File: config.mk
export PLATFORM = sky130hd
export DESIGN_NAME = seg_scan_ctrl
export DESIGN_NICKNAME = d
export VERILOG_FILES = /design/src/rtl/seg_scan_ctrl.sv
export SDC_FILE = /design/constraint.sdc
export NUM_CORES = 1
export LEC_CHECK = 0
export CORE_MARGIN = 1
export CORE_UTILIZATION = 56
export CTS_BUF_LIST = sky130_fd_sc_hd__clkbuf_8 sky130_fd_sc_hd__clkbuf_16
export DETAILED_ROUTE_END_ITERATION = 6
export GPL_ROUTABILITY_DRIVEN = 0
export PLACE_DENSITY = 0.76
export SLEW_MARGIN = 10
export SYNTH_ARGS = -nofsm -noshare
export SYNTH_HDL_FRONTEND = slang
export SYNTH_SLANG_ARGS = --single-unit
File: constraint.sdc
create_clock -name clk_i -period 3.5 [get_ports clk_i]
set_input_delay 0.525 -clock clk_i [delete_from_list [all_inputs] [get_ports clk_i]]
set_output_delay 0.525 -clock clk_i [all_outputs]
set_load 0.02 [all_outputs]
File: src/rtl/seg_scan_ctrl.sv
// seg_scan_ctrl: time-multiplexed 7-segment scan controller with per-slot dead time and frame-synchronous value update.
// Optional LEAD_ZERO_BLANK_EN: suppress leading zero digits (digit 0 always shown).
module seg_scan_ctrl #(
    parameter int NUM_DIGITS   = 4,
    parameter int REFRESH_DIV  = 50000,
    parameter int BLANK_CYCLES = 16
) (
    input  logic                          clk_i,
    input  logic                          rst_i,
    input  logic                          en_i,
    input  logic [4*NUM_DIGITS-1:0]       value_i,
    input  logic                          load_i,
    output logic [3:0]                    bcd_o,
    output logic [NUM_DIGITS-1:0]         an_o,
    output logic [$clog2(NUM_DIGITS)-1:0] digit_idx_o,
    output logic                          frame_o
);
    localparam int IW = $clog2(NUM_DIGITS);
    localparam int CW = $clog2(REFRESH_DIV);
    typedef enum logic [1:0] {IDLE, BLANK, SHOW} state_e;
    state_e                  state_q, state_d;
    logic [CW-1:0]           cnt_q, cnt_d;
    logic [IW-1:0]           idx_q, idx_d;
    logic [4*NUM_DIGITS-1:0] pend_q, pend_d, disp_q, disp_d;
    logic                    pend_vld_q, pend_vld_d;
    logic [NUM_DIGITS-1:0]   an_d;
    logic [3:0]              bcd_d;
    logic                    frame_d, show;
    always_comb begin
        state_d = state_q;
        cnt_d   = cnt_q;
        idx_d   = idx_q;
        frame_d = 1'b0;
        if (!en_i) begin
            state_d = IDLE;
            cnt_d   = '0;
            idx_d   = '0;
        end else begin
            case (state_q)
                IDLE: begin
                    state_d = BLANK;
                    cnt_d   = '0;
                    idx_d   = '0;
                    frame_d = 1'b1;
                end
                BLANK: begin
                    cnt_d   = cnt_q + 1'b1;
                    state_d = (cnt_q == CW'(BLANK_CYCLES - 1)) ? SHOW : BLANK;
                end
                SHOW: begin
                    if (cnt_q == CW'(REFRESH_DIV - 1)) begin
                        cnt_d   = '0;
                        state_d = BLANK;
                        idx_d   = (idx_q == IW'(NUM_DIGITS - 1)) ? '0 : idx_q + 1'b1;
                        frame_d = (idx_q == IW'(NUM_DIGITS - 1));
                    end else begin
                        cnt_d = cnt_q + 1'b1;
                    end
                end
                default: state_d = IDLE;
            endcase
        end
    end
    // Pending value becomes visible at the same edge frame_o rises, so digit 0 of the new frame already shows it.
    assign disp_d     = (frame_d && pend_vld_q) ? pend_q : disp_q;
    assign pend_d     = load_i ? value_i : pend_q;
    assign pend_vld_d = load_i | (pend_vld_q & ~frame_d);
`ifdef LEAD_ZERO_BLANK_EN
    logic [IW-1:0] msd;
    always_comb begin
        msd = '0;
        for (int i = 1; i < NUM_DIGITS; i++)
            if (disp_d[4*i +: 4] != 4'h0) msd = IW'(i);
    end
    assign show = (state_d == SHOW) && (idx_d <= msd);
`else
    assign show = (state_d == SHOW);
`endif
    assign bcd_d = (state_d == IDLE) ? 4'h0 : disp_d[4*idx_d +: 4];
    assign an_d  = show ? ~(NUM_DIGITS'(1) << idx_d) : '1;
    always_ff @(posedge clk_i) begin
        if (rst_i) begin
            state_q     <= IDLE;
            cnt_q       <= '0;
            idx_q       <= '0;
            pend_q      <= '0;
            disp_q      <= '0;
            pend_vld_q  <= 1'b0;
            an_o        <= '1;
            bcd_o       <= 4'h0;
            digit_idx_o <= '0;
            frame_o     <= 1'b0;
        end else begin
            state_q     <= state_d;
            cnt_q       <= cnt_d;
            idx_q       <= idx_d;
            pend_q      <= pend_d;
            disp_q      <= disp_d;
            pend_vld_q  <= pend_vld_d;
            an_o        <= an_d;
            bcd_o       <= bcd_d;
            digit_idx_o <= idx_d;
            frame_o     <= frame_d;
        end
    end
endmodule

==> results of run 1 <==
-- flip-flops by register name, indices dropped and copies added (netlist names) --
register,count
cnt_q,16
disp_q,16
pend_q,16
an_o,4
bcd_o,4
idx_q,2
state_q,2
frame_o,1
pend_vld_q,1
-- power groups by stage --
| stage | logic, mW | clock network, mW | registers, mW |
|---|---|---|---|
| floorplan | 0.0530 | 0 | 0.745 |
| global placement | 0.0847 | 0 | 0.747 |
| detailed placement | 0.0865 | 0 | 0.747 |
| CTS | 0.0871 | 0.557 | 0.732 |
| global route | 0.0950 | 0.585 | 0.733 |
| finish | 0.0869 | 0.545 | 0.732 |
-- layer usage --
metal | global-route usage [%] | up-vias | share of wire (%)
li1 | - | 1037 | -
met1 | 27.9 | 927 | 47
met2 | 37.8 | 36 | 48
met3 | 8.12 | 8 | 3.7
met4 | 8.00 | 0 | 1.5
met5 | 0 | - | 0
-- layout make-up --
| type | instances | share of cell area, % |
|---|---|---|
| sequential | 62 | 39.0 |
| inverter | 3 | 0.354 |
| timing repair buffer | 33 | 10.2 |
| clock buffer | 10 | 4.33 |
| clock inverter | 6 | 1.18 |
| tap | 52 | 2.05 |
| multi-input combinational | 204 | 42.9 |
-- worst max-delay path, stage by stage (launching register included) --
cell and delay, ns:
dfxtp_1 0.36, inv_1 0.11, ha_1 0.25, and4_1 0.24, nand2_1 0.15, nor2_2 0.36, mux2i_1 0.50, o22ai_1 0.17
o21a_1 0.19
-- through the flow --
| stage | power, mW | cell area (um^2) |
|---|---|---|
| after floorplan | 0.798 | 2680 |
| after global placement | 0.832 | 3000 |
| after detailed placement | 0.834 | 3000 |
| after CTS | 1.38 | 3180 |
| after global routing | 1.41 | 3180 |
| final | 1.36 | 3180 |
-- final timing paths --
check	from	to	slack [ns]
setup / recovery	state_q[0]	bcd_o[1]	1.06
hold / removal	cnt_q[1]	cnt_q[1]	0.49
setup reg to reg	state_q[0]	bcd_o[1]	1.06
hold reg to reg	cnt_q[1]	cnt_q[1]	0.49
-- cells in the final DEF, fill, tap and decap left out, types with 2 or more instances in the layout --
cell	count
o22ai_1	8
and3_1	3
o21a_1	6
inv_1	3
nand3_1	10
ha_1	7
nor2_1	59
nor3b_1	2
nand4_1	5
clkdlybuf4s50_1	30
clkinv_2	3
buf_4	3
o21ai_0	3
and2_1	2
nand2_1	12
xnor2_1	5
xor2_1	9
clkinvlp_4	3
nor3_1	4
a21oi_1	7
mux2i_1	35
a211oi_1	2
clkbuf_8	10
dfxtp_1	62
o211ai_1	2
nand2b_1	7
-- cell families (layout without fill, tap and decap cells) --
group                      after synthesis  in the layout
adders and majority gates                7              7
DFF                                     62             62
buffers and inverters                   15             52
muxes                                   36             36
AOI/OAI and AO/OA                       32             32
and+or+nand+nor                        115            115
xor gates and xnor gates                14             14
==> flow_summary_export.csv, run 1 <==
group,metric,value,unit
status,outcome,"finished, violations left",
status,violations,"design-rule violations",
sta,finalCriticalPeriod,2.44,ns
critical_path,path_max_fanout,8,
synth,synthTopCellsByCount,"dfxtp_1, nor2_1, mux2i_1",
routing,first_pass_iters,7,
synth,synth_edf_count,0,
power_and_ir_drop,ir_drop,0.279,mV
cts,h-tree-depth,3,
hold_path,hold_path_class,"reg -> reg",
synth,avgSynthCellArea,9.52,um^2
global_route,grt_pass1_vias,1913,
sta,rsz0062_at_grt,"false",
sta,drv_slew,0,
global_route,antenna_found_initial,0,
layout,finalNonFillerCells,370,
critical_path,path_class,"reg -> reg",
power_and_ir_drop,power.leakage,1.20,nW
critical_path,cp.arrival,2.67,ns
global_route,grt_pass1_wl,8810,um
cts,cts_setup_buffers,0,
sta,whs,0.490,ns
power_and_ir_drop,seq_power_share,53.7,%
layout,final_core_util,71.1,%
layout,drive_gt1_share,8.18,%
floorplan,io_pins,31,
synth,synth_cell_types,40,
synth,ys_seq_area_share,46.4,%
sta,setup_viol,0,
routing,drt_iter0_markers,108,
placement,port-buffer-count,30,
critical_path,worstRegToRegCells,8,
synth,synth-compound-area-share,8.14,%
power_and_ir_drop,intPower,1.04,mW
routing,route.vias.total,2008,
layout,antennaDiodeCount,0,
power_and_ir_drop,switching_share,23.8,%
synth,synth.most_common_cell,"dfxtp_1",
sta,relSlewSlack,33.2,%
cts,cts_tree,"yes",
floorplan,die_w,71.1,um
layout,seq_area,0.00124,mm^2
cts,numCtsBuffers,9,
synth,synthAdderAreaFrac,3.27,%
synth,synthMuxAreaShare,13.5,%
cts,cts_resized,0,
layout,multiInputGateArea,0.00136,mm^2
critical_path,cp-end-kind,"register",
routing,route.detailed.drc,3,
power_and_ir_drop,pwr-share-comb,6.4,%
synth,synth_xor_area_share,4.58,%
cts,cts.sinks,62,
cts,clockRootBuffer,"clkbuf_8",
synth,synth_cells,281,
job,drv_cap,0,
synth,synth_top_cell_area_share,46.4,%
layout,area_growth,18.8,%
cts,clock_latency,0.34,ns
routing,post_drt_wl_per_cell,14.0,um
sta,fmax,0.410,GHz
critical_path,required,3.74,ns
global_route,track_usage,22.9,%
sta,setup_ws,1.06,ns
sta,tightestPinTransition,0.999,ns
placement,pre_cts_ws,0.910,ns
synth,synth_area,0.00268,mm^2
placement,placed_cells,354,
sta,finalSetupTns,0,ns
cts,clk_pin_slew,0.07,ns
synth,ys.flop_type,"dfxtp_1",
sta,finalHoldViolations,0,
critical_path,startpoint_type,"register",
synth,synth_area_leaders,"dfxtp_1, mux2i_1, nor2_1",
power_and_ir_drop,cellPowerDensity,429,mW/mm^2
routing,viasPerCell,5.43,
hold_path,whs_path_depth,2,
placement,dpl.hpwl,3600,um
synth,yosysWarningCount,0,
power_and_ir_drop,switchingPower,0.325,mW
routing,routed_wl,5200,um
sta,period_share,69.7,%
global_route,grt_max_degree,34,
power_and_ir_drop,power_frac_clock,40.0,%
synth,synth_seq_cells,62,
routing,ant_nets,0,
layout,nets,340,
sta,skew,0.00822,ns
floorplan,die_h,71.1,um
synth,yosys.area.top_type,"dfxtp_1",
floorplan,std_cell_rows,24,
synth,synth_top_family_by_area,"simple AND/OR/NAND/NOR gates",
global_route,gr-total-overflow,0,
floorplan,core,0.00447,mm^2
cts,cts_buffer_depth,2,
layout,fillers,364,
synth,syn_nets,308,
synth,async_flop_share,0,%
cts,cts_hold_buf,0,
synth,yosys.area_share.simple,21.5,%
floorplan,die_area,0.00506,mm^2
floorplan,start_util,59.8,%
(Power assumes the default switching activity.)
==> run 2, diff against run 1 <==
Settings changed: CORE_UTILIZATION 56 to 50, PLACE_DENSITY 0.76 to 0.71.
Clock period 3.5 ns to 2.1 ns, I/O delays scaled along.
==> flow_summary_export.csv, run 2 (same netlist as run 1, synthesis figures left out) <==
group,metric,value,unit
status,outcome,"completed",
cts,clockRootBuffer,"clkbuf_8",
hold_path,hold_path_class,"reg -> reg",
cts,cts_tree,"yes",
global_route,grt_max_degree,34,
cts,h-tree-depth,3,
floorplan,die_h,75.1,um
power_and_ir_drop,seq_power_share,51.5,%
sta,period_share,96.9,%
critical_path,cp.arrival,2.25,ns
layout,final_cell_area,0.00338,mm^2
power_and_ir_drop,power_frac_clock,41.9,%
layout,area_growth,26.4,%
routing,post_drt_wl_per_cell,13.3,um
power_and_ir_drop,switching_share,21.8,%
global_route,grt_pass1_wl,8820,um
routing,viasPerCell,5.16,
sta,finalCriticalPeriod,2.03,ns
cts,clock_latency,0.33,ns
floorplan,core,0.00514,mm^2
floorplan,io_pins,31,
critical_path,required,2.32,ns
sta,skew,0.00672,ns
sta,tightestPinTransition,0.494,ns
critical_path,path_depth,7,
routing,routed_wl,5380,um
floorplan,die_area,0.00565,mm^2
layout,antennaDiodeCount,0,
placement,placed_cells,388,
critical_path,worstRegToRegCells,7,
sta,finalHoldViolations,0,
cts,clk_pin_slew,0.06,ns
power_and_ir_drop,ir_drop,0.602,mV
hold_path,whs_path_depth,2,
critical_path,cp.buffers_inverters,1,
critical_path,cpLargestDelayFamily,"compound AO/OA/AOI/OAI gates",
critical_path,cp-end-kind,"register",
placement,dpl.hpwl,3810,um
routing,route.detailed.drc,0,
layout,finalNonFillerCells,403,
cts,numCtsBuffers,9,
power_and_ir_drop,power.leakage,1.30,nW
critical_path,path_cells,"nor4_4, nand3_4, o31ai_4, buf_12, mux2i_2, o22ai_1, o21a_1",
layout,top_regs,"cnt_q x16, disp_q x16, pend_q x16",
routing,first_pass_iters,4,
layout,fillers,469,
floorplan,std_cell_rows,26,
job,drv_cap,0,
sta,fmax,0.491,GHz
sta,relSlewSlack,67.0,%
critical_path,path_class,"reg -> reg",
critical_path,slowest_delay,0.36,ns
critical_path,startpoint_type,"register",
placement,port-buffer-count,30,
global_route,gr-total-overflow,0,
routing,route.vias.total,2080,
critical_path,path_max_fanout,16,
layout,mostFrequentLayoutCells,"nor2_1, dfxtp_1, mux2i_1",
global_route,grt_pass1_vias,1916,
layout,drive_gt1_share,15.3,%
routing,drt_iter0_markers,167,
floorplan,die_w,75.1,um
floorplan,start_util,52.0,%
sta,finalSetupTns,0,ns
cts,cts_hold_buf,0,
sta,setup_viol,0,
power_and_ir_drop,intPower,1.85,mW
critical_path,cp_slowest_cell,"nor4_4",
cts,cts.sinks,62,
power_and_ir_drop,switchingPower,0.516,mW
power_and_ir_drop,cellPowerDensity,701,mW/mm^2
global_route,track_usage,21.3,%
routing,ant_nets,0,
global_route,antenna_found_initial,0,
sta,rsz0062_at_grt,"true",
sta,whs,0.483,ns
layout,nets,356,
power_and_ir_drop,pwr-share-comb,6.6,%
sta,drv_slew,0,
placement,postPlaceCellArea,0.00317,mm^2
cts,cts_buffer_depth,2,
-- run 2: cell count changes in the layout (fill, tap and decap cells not counted), sizes merged --
cell and delta:
buf +16, bufinv +1, clkinv -1, inv +1, clkinvlp -2
-- run 2: power by group through the flow --
stage | Combinational [mW] | Clock, mW | Sequential [mW]
floorplan | 0.0884 | 0 | 1.24
global placement | 0.152 | 0 | 1.24
detailed placement | 0.154 | 0 | 1.24
CTS | 0.156 | 1.03 | 1.22
global route | 0.170 | 1.10 | 1.22
finish | 0.156 | 0.993 | 1.22
-- run 2: routing by layer --
metal	vias to the layer above	share of wire [%]	GRT usage, %	wire [um]
met3	6	5.0	8.03	267
met4	0	1.1	7.41	59
li1	1068	-	-	-
met2	48	49	34.8	2660
met1	958	45	25.7	2400
met5	-	0	0	0
-- run 2: layout make-up --
type,instances,area [um^2],share of cell area [%]
clock inverters,5,51.3,1.52
flip-flops and latches,62,1240,36.8
multi-input cells,204,1390,41.2
repair buffers,49,455,13.5
clock buffers,10,138,4.07
well taps,70,87.6,2.59
inverters,3,11.3,0.333
-- run 2: final timing paths --
path	from	end	slack, ns
min reg2reg	cnt_q[1]	cnt_q[1]	0.48
min	cnt_q[1]	cnt_q[1]	0.48
max	cnt_q[4]	bcd_o[2]	0.07
max reg2reg	cnt_q[4]	bcd_o[2]	0.07
-- run 2: through the flow --
stage	worst slack [ns]	utilization, %	power [mW]
6_report	0.0650	65.8	2.37
5_1_grt	-0.0335	65.8	2.49
4_1_cts	0.0424	65.4	2.40
3_5_place_dp	-0.0199	61.7	1.40
3_3_place_gp	0.0477	61.7	1.40
2_1_floorplan	0.00574	-	1.33
-- run 2: tightest hold or removal path, cell delays in order, from the launching register on --
cell and delay (ns):
dfxtp_1 0.32, nand2_1 0.07, a21oi_1 0.05
-- run 2: repair_timing --
| item | 4_1_cts | 5_1_grt |
|---|---|---|
| setup buffers | 0 | 0 |
| setup endpoints to repair | 0 | 6 |
| resized for setup | 0 | 6 |
| hold endpoints to repair | 0 | 0 |
==> run 3, diff against run 2 <==
Settings changed: GPL_TIMING_DRIVEN from default to 0.
==> flow_summary_export.csv, run 3 (same netlist as run 1, synthesis figures left out) <==
group,metric,value,unit
layout,final_common_cell,"nor2_1",
sta,relSlewSlack,51.2,%
sta,drv_slew,0,
cts,clockRootBuffer,"clkbuf_8",
sta,fmax,0.458,GHz
placement,placed_cells,379,
critical_path,cp_slowest_cell,"dfxtp_4",
layout,area_growth,34.8,%
sta,skew,0.0104,ns
floorplan,die_w,75.1,um
status,outcome,"finished, violations left",
critical_path,path_max_fanout,6,
floorplan,start_util,52.0,%
critical_path,slowest_delay,0.36,ns
hold_path,whs_path_depth,2,
critical_path,crit_path_start,"cnt_q[4]",
critical_path,path_cells,"nor4_4, nand3_4, o31ai_4, buf_6, mux2i_1, o22ai_1, o21a_1",
status,violations,"negative setup slack",
layout,nets,363,
cts,cts.sinks,62,
placement,dpl.hpwl,3720,um
layout,antennaDiodeCount,0,
sta,finalHoldViolations,0,
global_route,gr-total-overflow,0,
floorplan,core,0.00514,mm^2
routing,route.detailed.drc,0,
critical_path,cp-end-kind,"register",
routing,first_pass_iters,6,
cts,cts_buffer_depth,2,
routing,drt_iter0_markers,188,
sta,rsz0062_at_grt,"true",
hold_path,hold_path_class,"in -> reg",
sta,period_share,104,%
critical_path,startpoint_type,"register",
layout,mostFrequentLayoutCells,"nor2_1, dfxtp_1, clkdlybuf4s50_1",
routing,route.vias.total,2178,
critical_path,worstReg2RegStart,"cnt_q[4]",
sta,finalSetupTns,-0.247,ns
critical_path,setup.worst_path.end,"bcd_o[2]",
job,drv_cap,0,
sta,setup_viol,4,
routing,routed_wl,6190,um
critical_path,cp.arrival,2.43,ns
routing,ant_nets,0,
global_route,track_usage,23.1,%
placement,port-buffer-count,28,
cts,clock_latency,0.35,ns
sta,tightestPinTransition,0.732,ns
layout,drive_gt1_share,22.3,%
layout,top_regs,"cnt_q x16, disp_q x16, pend_q x16",
critical_path,required,2.35,ns
layout,final_core_util,70.2,%
power_and_ir_drop,ir_drop,0.535,mV
critical_path,r2r-end,"bcd_o[2]",
sta,setup_ws,-0.0845,ns
global_route,grt_pass1_vias,2012,
global_route,grt_pass1_wl,9380,um
placement,pre_cts_ws,-0.407,ns
power_and_ir_drop,p_total,2.49,mW
floorplan,die_area,0.00565,mm^2
global_route,antenna_found_initial,0,
critical_path,worstRegToRegCells,7,
cts,clk_pin_slew,0.07,ns
cts,h-tree-depth,3,
floorplan,io_pins,31,
cts,cts_tree,"yes",
floorplan,std_cell_rows,26,
power_and_ir_drop,power.leakage,1.33,nW
cts,numCtsBuffers,9,
sta,finalCriticalPeriod,2.18,ns
layout,seq_area,0.00126,mm^2
floorplan,die_h,75.1,um
critical_path,reg2reg_setup_slack,-0.08,ns
cts,cts_hold_buf,0,
critical_path,path_class,"reg -> reg",
routing,viasPerCell,5.30,
global_route,grt_max_degree,12,
layout,multiInputGateArea,0.00157,mm^2
routing,post_drt_wl_per_cell,15.1,um
layout,finalNonFillerCells,411,
layout,fillers,412,
power_and_ir_drop,cellPowerDensity,691,mW/mm^2
run 3: cell count changes in the layout (fill, tap and decap cells not counted), sizes merged:
| cell | before | now |
|---|---|---|
| clkbuf | 10 | 20 |
| clkdlybuf4s50 | 30 | 28 |
| clkinv | 2 | 1 |
| clkinvlp | 1 | 3 |
| inv | 4 | 3 |
run 3: worst max-delay path: cells and delay by family (launching register included):
kind,cells,cell delay (ns)
flops,1,0.36
mux,1,0.34
compound gates,3,0.68
simple gates,2,0.51
buf+inv,1,0.20
run 3: where the power goes:
| group | internal (mW) | switching, mW |
|---|---|---|
| combinational | 0.0995 | 0.0870 |
| sequential | 1.20 | 0.0212 |
| clock | 0.610 | 0.474 |
run 3: worst min path at each step:
stage	from	to	slack, ns
6_report	rst_i	disp_q[5]	0.31
5_1_grt	rst_i	disp_q[5]	0.34
4_1_cts	rst_i	disp_q[5]	0.27
3_5_place_dp	disp_q[9]	disp_q[9]	0.48
3_3_place_gp	disp_q[7]	disp_q[7]	0.47
2_1_floorplan	cnt_q[1]	cnt_q[1]	0.45
run 3: repair_timing:
action	in CTS	in global routing
hold endpoints to repair	0	0
gates cloned	1	0
gates resized for setup	30	21
endpoints found under the setup margin	19	22
pin swaps	8	6
buffers inserted	11	5
run 3: cell type report:
type                    count  area share, %
multi-input cells         204           43.4
flip-flops and latches     62           34.9
repair buffers             44           11.3
clock buffers              11           4.20
well taps                  70           2.43
plain buffers              12           1.84
clock inverters             5           1.60
inverters                   3          0.312
run 3: through the flow:
step | area, um^2 | hold WS (ns)
floorplan | 2690 | 0.454
finish | 3610 | 0.314
detailed placement | 3060 | 0.479
global route | 3610 | 0.342
CTS | 3490 | 0.275
global placement | 3060 | 0.471
run 3: per-layer routing:
layer | vias up | track usage, % | share of wire [%]
li1 | 1083 | - | -
met1 | 1021 | 27.0 | 42
met4 | 0 | 10.7 | 2.0
met5 | - | 0 | 0
met3 | 15 | 5.89 | 4.3
met2 | 59 | 39.9 | 51
